[config.mk]
export PLATFORM = sky130hd
export DESIGN_NAME = firebird7_in_gate1_tessent_data_mux_mch
export DESIGN_NICKNAME = d
export VERILOG_FILES = /design/src/rtl/firebird7_in_gate1_tessent_data_mux_pkg.sv /design/src/rtl/firebird7_in_gate1_tessent_data_mux_hold_ctr.sv /design/src/rtl/firebird7_in_gate1_tessent_data_mux_mch.sv
export SDC_FILE = /design/constraint.sdc
export NUM_CORES = 1
export LEC_CHECK = 0
export ABC_CLOCK_PERIOD_IN_PS = 4800
export BUFFER_PORTS_ARGS = -buffer_cell sky130_fd_sc_hd__buf_4
export CELL_PAD_IN_SITES_DETAIL_PLACEMENT = 2
export CELL_PAD_IN_SITES_GLOBAL_PLACEMENT = 2
export CORE_MARGIN = 1
export CORE_UTILIZATION = 28
export CTS_BUF_LIST = sky130_fd_sc_hd__clkbuf_8
export DETAILED_ROUTE_END_ITERATION = 10
export GPL_TIMING_DRIVEN = 0
export PLACE_DENSITY_LB_ADDON = 0.1
export SLEW_MARGIN = 0
export SYNTH_ARGS = -nofsm -noshare
export SYNTH_HDL_FRONTEND = slang
export SYNTH_HIERARCHICAL = 1
export SYNTH_SLANG_ARGS = --single-unit
[constraint.sdc]
create_clock -name ijtag_tck -period 4.8 [get_ports ijtag_tck]
set_input_delay 0.24 -clock ijtag_tck [delete_from_list [all_inputs] [get_ports ijtag_tck]]
set_output_delay 0.24 -clock ijtag_tck [all_outputs]
set_load 0.005 [all_outputs]
[src/rtl/firebird7_in_gate1_tessent_data_mux_pkg.sv]
// Shared types and default sizing for the IJTAG / functional data mux.
// Optional parity output is enabled by FIREBIRD7_TESSENT_DATA_MUX_PARITY_EN (see top).
package firebird7_in_gate1_tessent_data_mux_pkg;

  localparam int DEF_WIDTH       = 19;
  localparam int DEF_NUM_CH      = 4;
  localparam int DEF_HOLD_CYCLES = 2;
  // Wide enough for HOLD_CYCLES-1 up to 14.
  localparam int CNT_W           = 4;

  typedef enum logic [1:0] {
    FUNC  = 2'd0,
    HOLD  = 2'd1,
    IJTAG = 2'd2
  } state_t;

endpackage

[src/rtl/firebird7_in_gate1_tessent_data_mux_hold_ctr.sv]
// Break-before-make hold counter: loadable, decrements to zero and stops there.
module firebird7_in_gate1_tessent_data_mux_hold_ctr
  import firebird7_in_gate1_tessent_data_mux_pkg::*;
(
  input  logic             clk,
  input  logic             rst_n,
  input  logic             load,
  input  logic             dec,
  input  logic [CNT_W-1:0] load_val,
  output logic             zero
);

  logic [CNT_W-1:0] cnt;

  always_ff @(posedge clk or negedge rst_n) begin
    if (!rst_n) begin
      cnt <= '0;
    end else if (load) begin
      cnt <= load_val;
    end else if (dec && (cnt != '0)) begin
      cnt <= cnt - 1'b1;
    end
  end

  assign zero = (cnt == '0);

endmodule

[src/rtl/firebird7_in_gate1_tessent_data_mux_mch.sv]
// Glitch-free functional/IJTAG data mux with break-before-make HOLD between sources.
// Define FIREBIRD7_TESSENT_DATA_MUX_PARITY_EN to add the registered data_out_par output.
module firebird7_in_gate1_tessent_data_mux_mch
  import firebird7_in_gate1_tessent_data_mux_pkg::*;
#(
  parameter int WIDTH       = DEF_WIDTH,
  parameter int NUM_CH      = DEF_NUM_CH,
  parameter int HOLD_CYCLES = DEF_HOLD_CYCLES
) (
  input  logic                       ijtag_tck,
  input  logic                       ijtag_reset,
  input  logic                       ijtag_sel_req,
  input  logic [$clog2(NUM_CH)-1:0]  ijtag_sel_ch,
  input  logic [WIDTH-1:0]           functional_data_in,
  input  logic [NUM_CH*WIDTH-1:0]    ijtag_data_in,
  output logic [WIDTH-1:0]           data_out,
  output logic [$clog2(NUM_CH)-1:0]  active_ch,
  output logic                       ijtag_active,
  output logic                       switch_busy,
`ifdef FIREBIRD7_TESSENT_DATA_MUX_PARITY_EN
  output logic                       data_out_par,
  output logic                       sel_err
`else
  output logic                       sel_err
`endif
);

  localparam int               CH_W      = $clog2(NUM_CH);
  localparam logic [CH_W:0]    NUM_CH_V  = (CH_W+1)'(NUM_CH);
  localparam logic [CNT_W-1:0] HOLD_LOAD = CNT_W'(HOLD_CYCLES - 1);

  state_t            state, state_nxt;
  logic              lat_ij, lat_ij_nxt;
  logic [CH_W-1:0]   lat_ch, lat_ch_nxt;
  logic              cur_ij, tgt_ij;
  logic [CH_W-1:0]   cur_ch, tgt_ch;
  logic              ch_ok, change;
  logic              ctr_load, ctr_dec, ctr_zero, leave_hold;
  logic [WIDTH-1:0]  ch_data, d_nxt;

  // While in HOLD the "current source" is the pending target, so a request
  // matching it is not a change and does not restart the hold.
  always_comb begin
    cur_ij = (state == HOLD) ? lat_ij : ijtag_active;
    cur_ch = (state == HOLD) ? lat_ch : active_ch;
    ch_ok  = ({1'b0, ijtag_sel_ch} < NUM_CH_V);
    tgt_ij = cur_ij;
    tgt_ch = cur_ch;
    if (!ijtag_sel_req) begin
      tgt_ij = 1'b0;
      tgt_ch = '0;
    end else if (ch_ok) begin
      tgt_ij = 1'b1;
      tgt_ch = ijtag_sel_ch;
    end
    change = (tgt_ij != cur_ij) || (tgt_ch != cur_ch);
  end

  always_comb begin
    state_nxt  = state;
    lat_ij_nxt = lat_ij;
    lat_ch_nxt = lat_ch;
    ctr_load   = 1'b0;
    ctr_dec    = 1'b0;
    leave_hold = 1'b0;
    case (state)
      FUNC, IJTAG: begin
        if (change) begin
          state_nxt  = HOLD;
          lat_ij_nxt = tgt_ij;
          lat_ch_nxt = tgt_ch;
          ctr_load   = 1'b1;
        end
      end
      HOLD: begin
        if (change) begin
          lat_ij_nxt = tgt_ij;
          lat_ch_nxt = tgt_ch;
          ctr_load   = 1'b1;
        end else if (ctr_zero) begin
          state_nxt  = lat_ij ? IJTAG : FUNC;
          leave_hold = 1'b1;
        end else begin
          ctr_dec    = 1'b1;
        end
      end
      default: state_nxt = FUNC;
    endcase
  end

  always_comb begin
    ch_data = '0;
    for (int k = 0; k < NUM_CH; k++) begin
      if (active_ch == CH_W'(k)) ch_data = ijtag_data_in[k*WIDTH +: WIDTH];
    end
    d_nxt = data_out;
    case (state)
      FUNC:    d_nxt = functional_data_in;
      IJTAG:   d_nxt = ch_data;
      default: d_nxt = data_out;
    endcase
  end

  firebird7_in_gate1_tessent_data_mux_hold_ctr u_hold_ctr (
    .clk      (ijtag_tck),
    .rst_n    (ijtag_reset),
    .load     (ctr_load),
    .dec      (ctr_dec),
    .load_val (HOLD_LOAD),
    .zero     (ctr_zero)
  );

  always_ff @(posedge ijtag_tck or negedge ijtag_reset) begin
    if (!ijtag_reset) begin
      state        <= FUNC;
      lat_ij       <= 1'b0;
      lat_ch       <= '0;
      active_ch    <= '0;
      ijtag_active <= 1'b0;
      sel_err      <= 1'b0;
      data_out     <= '0;
    end else begin
      state    <= state_nxt;
      lat_ij   <= lat_ij_nxt;
      lat_ch   <= lat_ch_nxt;
      data_out <= d_nxt;
      if (leave_hold) begin
        active_ch    <= lat_ch;
        ijtag_active <= lat_ij;
      end
      if (ijtag_sel_req && !ch_ok) sel_err <= 1'b1;
    end
  end

  assign switch_busy = (state == HOLD);

`ifdef FIREBIRD7_TESSENT_DATA_MUX_PARITY_EN
  always_ff @(posedge ijtag_tck or negedge ijtag_reset) begin
    if (!ijtag_reset) data_out_par <= 1'b0;
    else              data_out_par <= ^d_nxt;
  end
`endif

endmodule

Yosys cells after proc, flatten, opt, wreduce, memory -nomap -nowiden

Index checks and enable logic that the tools add are counted.

Register bits after elaboration: 31
Input bits: 100
Logic and storage cells: 54

Add/sub/neg operators: 1
Equal/unequal tests: 10
Muxes and demuxes: 24
Reductions and logical operators: 12

Operator list:

| operator              | count |
|---|---|
| $mux W19              | 4 |
| $pmux W19 S2          | 1 |
| $mux W2               | 6 |
| $mux W1               | 10 |
| $mux W4               | 2 |
| $eq A2 B2 Y1 const B  | 3 |
| $eq A2 B1 Y1 const B  | 2 |
| $logic_not A2 Y1      | 2 |
| $logic_not A4 Y1      | 1 |
| $ne A2 B2 Y1 const B  | 2 |
| $pmux W2 S2           | 1 |
| $reduce_bool A2 Y1    | 2 |
| $reduce_bool A4 Y1    | 1 |
| $sub A4 B1 Y4 const B | 1 |
| $reduce_and A3 Y1     | 1 |
| $reduce_or A3 Y1      | 1 |
| $ne A2 B1 Y1 const B  | 1 |
| $ne A2 B2 Y1          | 1 |
| $reduce_and A2 Y1     | 1 |
| $reduce_or A2 Y1      | 1 |
| $logic_and A1 B1 Y1   | 1 |
| $logic_or A1 B1 Y1    | 1 |
| $ne A1 B1 Y1          | 1 |

Longest topological paths before layout

Gate-level depths: netlist (run 1).

Depth in word-level cells: 9
Gate-level depth with buffers: 10
Mapped depth without buffers: 9

Hierarchy

Netlist (run 1), hierarchy kept.

By module, submodules not included:

| module                                       | instances | cells an instance | area each (µm²) | seq. area each (µm²) |
|---|---|---|---|---|
| firebird7_in_gate1_tessent_data_mux_mch      | 1         | 148               | 1790.5          | 675.6 |
| firebird7_in_gate1_tessent_data_mux_hold_ctr | 1         | 27                | 270.3           | 100.1 |

Worst setup path before layout (run 1)

Ideal clock, no wire load.

Path kind: register to register
Start point: reg state[1]
End point: reg u_hold_ctr.cnt[1]
Setup time: 0.080 ns
Arrival time: 2.122 ns
Data required time: 4.720 ns
Setup slack: 2.597 ns
Stages on the path, launching flop included: 11
Period minus slack after synthesis: 2.203 ns
Cell sequence: dfrtp_1 buf_4 nand2b_4 inv_4 mux2i_4 xnor2_2 nand2_1 nor3_1 inv_1 or4_1 o211ai_2

Word-level cells in the longest chain between the ends: 8

RTL lines:

| what                                                | RTL line                                                                                     | text |
|---|---|---|
| start: declaration                                  | firebird7_in_gate1_tessent_data_mux_mch.sv:32                                                | `state_t state, state_nxt;` |
| start signal: assignment                            | firebird7_in_gate1_tessent_data_mux_mch.sv:123                                               | `state <= state_nxt;` |
| $eq A2 B1 Y1 *                                      | --                                                                                           |  |
| via switch_busy                                     | firebird7_in_gate1_tessent_data_mux_mch.sv:19                                                | `output logic switch_busy,` |
| $mux W2 / $mux W1 (equally long branches)           | firebird7_in_gate1_tessent_data_mux_mch.sv:45, firebird7_in_gate1_tessent_data_mux_mch.sv:44 |  |
| $ne A2 B2 Y1 / $ne A1 B1 Y1 (equally long branches) | firebird7_in_gate1_tessent_data_mux_mch.sv:56                                                | `change = (tgt_ij != cur_ij) \|\| (tgt_ch != cur_ch);` |
| $logic_or A1 B1 Y1                                  | firebird7_in_gate1_tessent_data_mux_mch.sv:56                                                |  |
| $mux W1                                             | firebird7_in_gate1_tessent_data_mux_mch.sv:76                                                | `if (change) begin` |
| $mux W1 *                                           | firebird7_in_gate1_tessent_data_mux_mch.sv:66                                                | `case (state)` |
| via ctr_dec                                         | firebird7_in_gate1_tessent_data_mux_mch.sv:38                                                | `logic ctr_load, ctr_dec, ctr_zero, leave_hold;` |
| $logic_and A1 B1 Y1 *                               | firebird7_in_gate1_tessent_data_mux_hold_ctr.sv:20                                           | `end else if (dec && (cnt != '0)) begin` |
| $reduce_bool A2 Y1 (no source line) *               | --                                                                                           |  |
| end signal: assignment                              | firebird7_in_gate1_tessent_data_mux_hold_ctr.sv:19                                           | `cnt <= load_val;` |
| end signal: assignment                              | firebird7_in_gate1_tessent_data_mux_hold_ctr.sv:21                                           | `cnt <= cnt - 1'b1;` |
| end: declaration                                    | firebird7_in_gate1_tessent_data_mux_hold_ctr.sv:13                                           | `logic [CNT_W-1:0] cnt;` |

The timed path passes the listed nets; every way through them passes the cells marked *.
A chain may end at the register's enable or synchronous reset.

Worst setup path in the final report (run 1)

Start point: reg state[1]
End point: reg u_hold_ctr.cnt[1]

Word-level cells in the longest chain between the ends: 8

RTL lines:

| what                                                | RTL line |
|---|---|
| $eq A2 B1 Y1 *                                      | firebird7_in_gate1_tessent_data_mux_mch.sv:44, firebird7_in_gate1_tessent_data_mux_mch.sv:45, firebird7_in_gate1_tessent_data_mux_mch.sv:66 |
| $mux W2 / $mux W1 (equally long branches)           | firebird7_in_gate1_tessent_data_mux_mch.sv:45, firebird7_in_gate1_tessent_data_mux_mch.sv:44 |
| $ne A2 B2 Y1 / $ne A1 B1 Y1 (equally long branches) | firebird7_in_gate1_tessent_data_mux_mch.sv:56 |
| $logic_or A1 B1 Y1                                  | firebird7_in_gate1_tessent_data_mux_mch.sv:56 |
| $mux W1                                             | firebird7_in_gate1_tessent_data_mux_mch.sv:76 |
| $mux W1 *                                           | firebird7_in_gate1_tessent_data_mux_mch.sv:66 |
| via ctr_dec                                         | firebird7_in_gate1_tessent_data_mux_mch.sv:38 |
| $logic_and A1 B1 Y1 *                               | firebird7_in_gate1_tessent_data_mux_hold_ctr.sv:20 |
| $reduce_bool A2 Y1 (no source line) *               | -- |

Marks and branches as above.

==> results.md, run 1 <==
* Status: complete, no violations
* Row cnt at 30
* Net Sw Frac at 37.3%
* Yosys top cell area share at around 38%
* Max FO, Critical Path at 6
* Residual overflow from global routing at 0
* Vias in the first global route at 2301
* Crit Path Category: register to register
* Drt first pass iters at 4
* Remaining DRCs at 0
* Hold Path Depth at 2
* CTS tree: done
* First-pass GRT wire length at 11100 µm
* Setup violations, final at 0
* Core area at roughly 6900 µm²
* Setup repair after global routing missed its margin: no
* Clk slew on worst S/H paths at 70 ps
* Worst-Skew Late Latency at 270 ps
* R2R Setup Slk at approximately 2300 ps
* Fmax achieved at slightly above 0.4 GHz
* Ys async rst share at 100%
* Post-synthesis sequential area ratio at 37.6%
* Fillers at 773
* Bufs on Longest Clock Path at 2
* Port Buffers at 122
* Worst r2r src: state[1]$_DFFE_PN0P_
* Setup slack at placement at around 2300 ps
* RR Endpoint: u_hold_ctr/cnt[1]$_DFFE_PN0P_
* Die width at 87.8 µm
* Actual slew at the worst max-slew pin at around 650 ps
* Worst Setup Start Kind: register
* Worst Min Path Start: ijtag_sel_req
* Min Tclk post-route at 2480 ps
* Clk root buf: clkbuf_8
* DRT iter0 DRCs at 23
* Placed cell count at 396
* Final Wtd Congestion at 0.694
* Hold path endpoint: lat_ij$_DFFE_PN0P_
* Maximum VDD drop at 163 µV
* Register share of total power at ~33%
* Cell taking the most area after synthesis: dfrtp_1
* Ys flop type: dfrtp_1
* Final-report hold violation count at 0
* Worst setup margin at 2320 ps
* Layout area overhead at 54.8%
* Inserted Clock Buffers at 5
* Area after DPL at 3110 µm²
* Logic pwr share at 54.0%
* Leakage at 0.00146 µW
* Initial Utilization at 29.7%
* Synth Instances at between 150 and 200
* Tcrit/Tclk final at 51.8%
* HP Class: input pin to register
* Post-route ant nets at 0
* Final Core Density at between 40% and 50%
* Footprint of the multi-input gates at 1200 µm²
* Setup total negative slack at 0 ps
* Worst path buffer plus inverter count at 3
* Relative slew margins at 56.6%
* Die area at 7710 µm²
* Dominant cells by area after synthesis: dfrtp_1 (38%), mux4_2 (21%), mux2i_1 (10%), o21ai_1 (4.6%), nand2_1 (4.6%)
* Final cell count without fillers at between 400 and 500
* Max H-tree Level at 2
* MaxCap Viol Count at 0
* FF+latch count, synth at 31
* Layout Cell Area excl Fill at 3190 µm²
* Final net count at a little over 400
* Share of cells above drive strength 1 at 53.4%
* Placed wire-length estimate at 5790 µm
* Fin. max-slew vios at 0
* Setup repair bufs after CTS at 0
* Wire per inst at about 17 µm
* Cell Chain, Critical Path: buf_4 > nand2b_4 > inv_4 > mux2i_4 > xnor2_2 > nand2_1 > nor3_1 > inv_1 > or4_1 > o211ai_2
* R2R cell count at 10
* Clock power share at 12.6%
* DR vias/cell at slightly below 5
* Worst Path Required at approximately 5000 ps
* Mapped Area at just over 2000 µm²
* Post-CTS sizing at 0
* Storage cell area at 776 µm²
* Gr usage total at a little under a fifth
* I/O pins at 124
* Yosys cell types at 41
* EDFF count, synth at 0
* Mapped Avg Cell Area at about 12 µm²
* Die Ht at 87.8 µm
* Critical path arrival at ~2700 ps
* Yosys warns at 6
* Psw at 540 µW
* Clk sinks at 31
* Largest net degree at the start of global routing at 32
* Critical Path Max Stage Delay at 500 ps
* Slowest cell on crit path: or4_1
* Power per cell area at around 450 nW/µm²
* Final WL at 7000 µm
* Final setup skew at 7.82 ps
* ANT cells at 0
* Delay-heaviest family, CP: simple AND/OR/NAND/NOR gates
* Initial antenna violation count at 0
* Worst setup EP type: register
* Via count at 1999
* Internal at 910 µW
-- power groups by stage --
stage                     Clock [µW]  Sequential, µW  Combinational, µW
after floorplan                    0             475                455
after global placement             0             480                773
after detailed placement           0             491                803
after CTS                        190             488                808
after global routing             203             502                868
final                            182             485                783
-- worst max-delay path by stage --
stage | depth (start not counted) | to | slack, ps | startpoint
finish | 10 | u_hold_ctr/cnt[1]$_DFFE_PN0P_ | 2320 | state[1]$_DFFE_PN0P_
global route | 10 | u_hold_ctr/cnt[1]$_DFFE_PN0P_ | 2130 | state[1]$_DFFE_PN0P_
CTS | 10 | u_hold_ctr/cnt[1]$_DFFE_PN0P_ | 2280 | state[1]$_DFFE_PN0P_
detailed placement | 10 | u_hold_ctr/cnt[1]$_DFFE_PN0P_ | 2310 | state[1]$_DFFE_PN0P_
global placement | 10 | u_hold_ctr/cnt[1]$_DFFE_PN0P_ | 2340 | state[1]$_DFFE_PN0P_
floorplan | 10 | u_hold_ctr/cnt[1]$_DFFE_PN0P_ | 2600 | state[1]$_DFFE_PN0P_
-- flip-flops by register name (all words and copies together), names as in the netlist --
name	count
state	2
active_ch	2
data_out	19
lat_ij	1
lat_ch	2
ijtag_active	1
u_hold_ctr/cnt	4
-- Yosys cell counts, types with 2 or more instances --
library cell and count:
dfrtp_1 31, nand2_1 25, mux2i_1 21, mux4_2 19, o21ai_1 19, buf_2 5
inv_1 5, mux2_1 4, clkbuf_1 3, nand3_1 3, nor3_1 3, a21oi_1 2
buf_1 2, buf_4 2, conb_1 2, nand2b_1 2, o21ai_0 2, xnor2_1 2
-- cells by family (layout without fill, tap and decap cells) --
kind of cell               Yosys count  in the layout  synth area share (%)
adders and majority gates            1              1                 0.607
DFF                                 31             31                  37.6
xor gates and xnor gates             3              3                  1.64
muxes                               45             45                  34.2
other                                2              5                 0.364
buffers and inverters               19            148                  4.61
and+or+nand+nor                     43             43                  11.4
AOI/OAI and AO/OA                   31             31                  9.47
-- through the flow --
stage | hold slack [ps] | power [µW]
finish | 237 | 1450
global route | 243 | 1570
CTS | 231 | 1490
detailed placement | 207 | 1290
global placement | 209 | 1250
floorplan | -55.6 | 929
-- timing repair --
item | CTS | global route
hold buffers | 1 | 0
endpoints found under the setup margin | 0 | 0
endpoints found under the hold margin | 31 | 0
-- cell type report --
cell class / count / share of cell area [%]
Buffer: 13 / 2.20
Clock buffer: 5 / 2.16
Clock inverter: 1 / 0.118
Inverter: 6 / 0.784
Multi-Input combinational cell: 128 / 37.6
Sequential cell: 31 / 24.3
Tap cell: 96 / 3.76
Timing Repair Buffer: 123 / 29.0
-- placed cells by master, fill, tap and decap left out, types with 3 or more instances in the layout --
| master | count |
|---|---|
| clkbuf_1 | 3 |
| nor3_1 | 3 |
| inv_1 | 6 |
| nand2_1 | 25 |
| mux4_2 | 19 |
| mux2_1 | 4 |
| dfrtp_1 | 31 |
| o21ai_1 | 19 |
| conb_1 | 5 |
| buf_4 | 124 |
| mux2i_1 | 21 |
| nand3_1 | 3 |
| buf_2 | 5 |
| clkbuf_8 | 5 |
-- routing by layer --
layer	vias up	share of wire [%]	track usage [%]
met4	0	0.79	3.43
met2	85	54	36.4
li1	907	-	-
met5	-	0	0
met3	4	7.4	5.84
met1	1003	38	20.2
(Power assumes the default switching activity.)
==> run 2: changes to the inputs <==
Settings changed: ABC_AREA from default to 1, ABC_CLOCK_PERIOD_IN_PS 4800 to 2000, CORE_UTILIZATION 28 to 21.
Clock period 4.8 ns to 2 ns, I/O delays scaled along.
==> results.md, run 2 <==
* Status: complete, no violations (unchanged)
* Leakage at 0.00168 µW (was 0.00146 µW)
* Final WL at 9930 µm (was 7000 µm)
* Fillers at 1206 (was 773)
* Hold WS at 87.7 ps (was 237 ps)
* Ys async rst share at 100% (unchanged)
* Slowest cell on crit path: dfrtp_1 (was or4_1)
* Vias in the first global route at 3043 (was 2301)
* Cell taking the most area after synthesis: dfrtp_1 (unchanged)
* Wire per inst at 17.5 µm (was 17.4 µm)
* Worst Path Required at 2240 ps (was 5000 ps)
* Post-route ant nets at 0 (unchanged)
* Placed wire-length estimate at 7890 µm (was 5790 µm)
* Relative slew margins at 61.7% (was 56.6%)
* Yosys warns at 6 (unchanged)
* Residual overflow from global routing at 0 (unchanged)
* Fmax achieved at 0.543 GHz (was 0.402 GHz)
* Worst-Skew Late Latency at 290 ps (was 270 ps)
* First-pass GRT wire length at 16400 µm (was 11100 µm)
* Initial Utilization at 21.9% (was 29.7%)
* Power per cell area at 1260 nW/µm² (was 454 nW/µm²)
* Yosys cell types at 31 (was 41)
* MaxCap Viol Count at 0 (unchanged)
* Worst path buffer plus inverter count at 5 (was 3)
* Number of flip-flops in the largest register at 19 (unchanged)
* Drt first pass iters at 4 (unchanged)
* Most frequent cells in the layout: buf_4 (127), nand2_1 (83), dfrtp_1 (31) (was buf_4 (124), dfrtp_1 (31), nand2_1 (25))
* Port Buffers at 122 (unchanged)
* Synth Instances at 302 (was 175)
* Final net count at 536 (was 409)
* Ys flop type: dfrtp_1 (unchanged)
* Gr usage total at 19.5% (was 18.9%)
* Regs by FF count: data_out: 19 flops, u_hold_ctr/cnt: 4 flops (unchanged)
* DRT iter0 DRCs at 38 (was 23)
* Dominant cells by area after synthesis: dfrtp_1 (36%), nand2_1 (14%), a21oi_1 (6.7%), nand3_1 (6.0%), o211ai_1 (4.5%) (was dfrtp_1 (38%), mux4_2 (21%), mux2i_1 (10%), o21ai_1 (4.6%), nand2_1 (4.6%))
* Post-synthesis sequential area ratio at 35.7% (was 37.6%)
* Inserted Clock Buffers at 5 (unchanged)
* Register with the most flip-flops: data_out (unchanged)
* EDFF count, synth at 0 (unchanged)
* Via count at 2617 (was 1999)
* Clk sinks at 31 (unchanged)
* Crit Path Category: register to register (unchanged)
* Maximum VDD drop at 331 µV (was 163 µV)
* Layout area overhead at 56.5% (was 54.8%)
* Die area at 10800 µm² (was 7710 µm²)
* Most frequent cells after synthesis: nand2_1 (83), dfrtp_1 (31), a21oi_1 (29) (was dfrtp_1 (31), nand2_1 (25), mux2i_1 (21))
* Clk slew on worst S/H paths at 80 ps (was 70 ps)
* Final Wtd Congestion at 0.736 (was 0.694)
* Die width at 104 µm (was 87.8 µm)
* Final-report hold violation count at 0 (unchanged)
* Row cnt at 36 (was 30)
* Max FO, Critical Path at 10 (was 6)
* Setup repair after global routing missed its margin: no (unchanged)
* Die Ht at 104 µm (was 87.8 µm)
* Delay-heaviest family, CP: simple AND/OR/NAND/NOR gates (unchanged)
* Footprint of the multi-input gates at 1210 µm² (was 1200 µm²)
* Yosys top cell area share at 35.7% (was 37.6%)
* Most numerous cell in the Yosys netlist: nand2_1 (was dfrtp_1)
* Share of cells above drive strength 1 at 38.5% (was 53.4%)
* Remaining DRCs at 0 (unchanged)
* Initial antenna violation count at 0 (unchanged)
* Clk root buf: clkbuf_8 (unchanged)
* Cell Chain, Critical Path: inv_2 > buf_4 > nand3_1 > nand3_1 > nand2_2 > nor2_8 > nand2_4 > nand2_4 > inv_4 > inv_2 > nand3b_1 > nand2_1 > clkinv_1 > nand2_1 (was buf_4 > nand2b_4 > inv_4 > mux2i_4 > xnor2_2 > nand2_1 > nor3_1 > inv_1 > or4_1 > o211ai_2)
* Final setup skew at 10.1 ps (was 7.82 ps)
* I/O pins at 124 (unchanged)
* Setup repair bufs after CTS at 0 (unchanged)
* DR vias/cell at 4.60 (was 4.96)
* R2R Setup Slk at 160 ps (was 2320 ps)
* CTS tree: done (unchanged)
* Mapped Avg Cell Area at 7.20 µm² (was 11.8 µm²)
* HP Class: input pin to register (unchanged)
* Storage cell area at 776 µm² (unchanged)
* Worst setup EP type: register (unchanged)
* Worst Setup Start Kind: register (unchanged)
* Core area at 9910 µm² (was 6940 µm²)
* Actual slew at the worst max-slew pin at 575 ps (was 651 ps)
* ANT cells at 0 (unchanged)
* Fin. max-slew vios at 0 (unchanged)
* Tcrit/Tclk final at 92.2% (was 51.8%)
* Bufs on Longest Clock Path at 2 (unchanged)
* Critical Path Max Stage Delay at 400 ps (was 500 ps)
* Mapped Area at 2170 µm² (was 2060 µm²)
* FF+latch count, synth at 31 (unchanged)
* Max H-tree Level at 2 (unchanged)
* Largest net degree at the start of global routing at 32 (unchanged)
* Setup violations, final at 0 (unchanged)
* Pwr Total at 4300 µW (was 1450 µW)
* Commonest non-fill, non-tap cell in the layout: buf_4 (unchanged)
* Critical path arrival at 2080 ps (was 2680 ps)
* Setup total negative slack at 0 ps (unchanged)
* Min Tclk post-route at 1840 ps (was 2480 ps)
run 2: cell type report:
class                           instances  area share, %
Buffer                                 16           3.13
Clock inverter                          2           1.03
Clock buffer                            6           2.43
Tap cell                              133           4.89
Multi-Input combinational cell        234           35.7
Inverter                               24           2.80
Sequential cell                        31           22.8
Timing Repair Buffer                  123           27.2
run 2: worst paths after layout:
kind | depth (start not counted) | to | from
min in group asynchronous | 2 | data_out[4]$_DFFE_PN0N_ | ijtag_reset
worst min-delay path | 3 | data_out[17]$_DFFE_PN0N_ | ijtag_data_in[74]
worst min register to register | 2 | ijtag_active$_DFFE_PN0P_ | ijtag_active$_DFFE_PN0P_
max in group asynchronous | 2 | data_out[5]$_DFFE_PN0N_ | ijtag_reset
worst max register to register | 14 | u_hold_ctr/cnt[3]$_DFFE_PN0P_ | state[1]$_DFFE_PN0P_
worst max-delay path | 14 | u_hold_ctr/cnt[3]$_DFFE_PN0P_ | state[1]$_DFFE_PN0P_
run 2: power by group:
part           internal, µW  switching (µW)  leakage [µW]  total, µW
clock                   404             274     0.0000612        678
sequential              929             213      0.000360       1140
combinational          1060            1420       0.00126       2480
run 2: cell families (layout without fill, tap and decap cells):
kind of cell    after synthesis  count (layout)  synth area share [%]
simple gates                153             153                  32.9
compound gates               75              75                  21.3
buf+inv                      40             171                  9.15
flops                        31              31                  35.7
other cells                   2               5                 0.346
fa+ha+maj                     1               1                 0.576
run 2: repair_timing:
action,in CTS,in global routing
resized for setup,0,2
endpoints found under the hold margin,31,0
endpoints found under the setup margin,0,4
hold buffers,1,0
run 2: stage by stage:
| stage | setup WS, ps | cells | area [µm²] | utilization (%) |
|---|---|---|---|---|
| 5_1_grt | 6.22 | 569 | 3400 | 34.3 |
| 3_5_place_dp | 33.8 | 560 | 3270 | 33.0 |
| 4_1_cts | 14.6 | 569 | 3390 | 34.3 |
| 6_report | 157 | 569 | 3400 | 34.3 |
| 2_1_floorplan | 304 | 305 | 2180 | - |
| 3_3_place_gp | 82.4 | 560 | 3270 | 33.0 |
run 2: routing by layer:
layer  vias up  global-route usage [%]  routed length [µm]
li1       1278                       -                   -
met1      1257                    24.7                4490
met3         8                    3.21                 342
met4         0                    4.69                 123
met5         -                       0                   0
met2        74                    34.2                4970
run 2: tightest hold or removal path, delay by kind of cell:
family,cells,cell delay (ps)
AO/OA/AOI/OAI,1,70
buffers and inverters,1,100
AND/OR/NAND/NOR,1,50
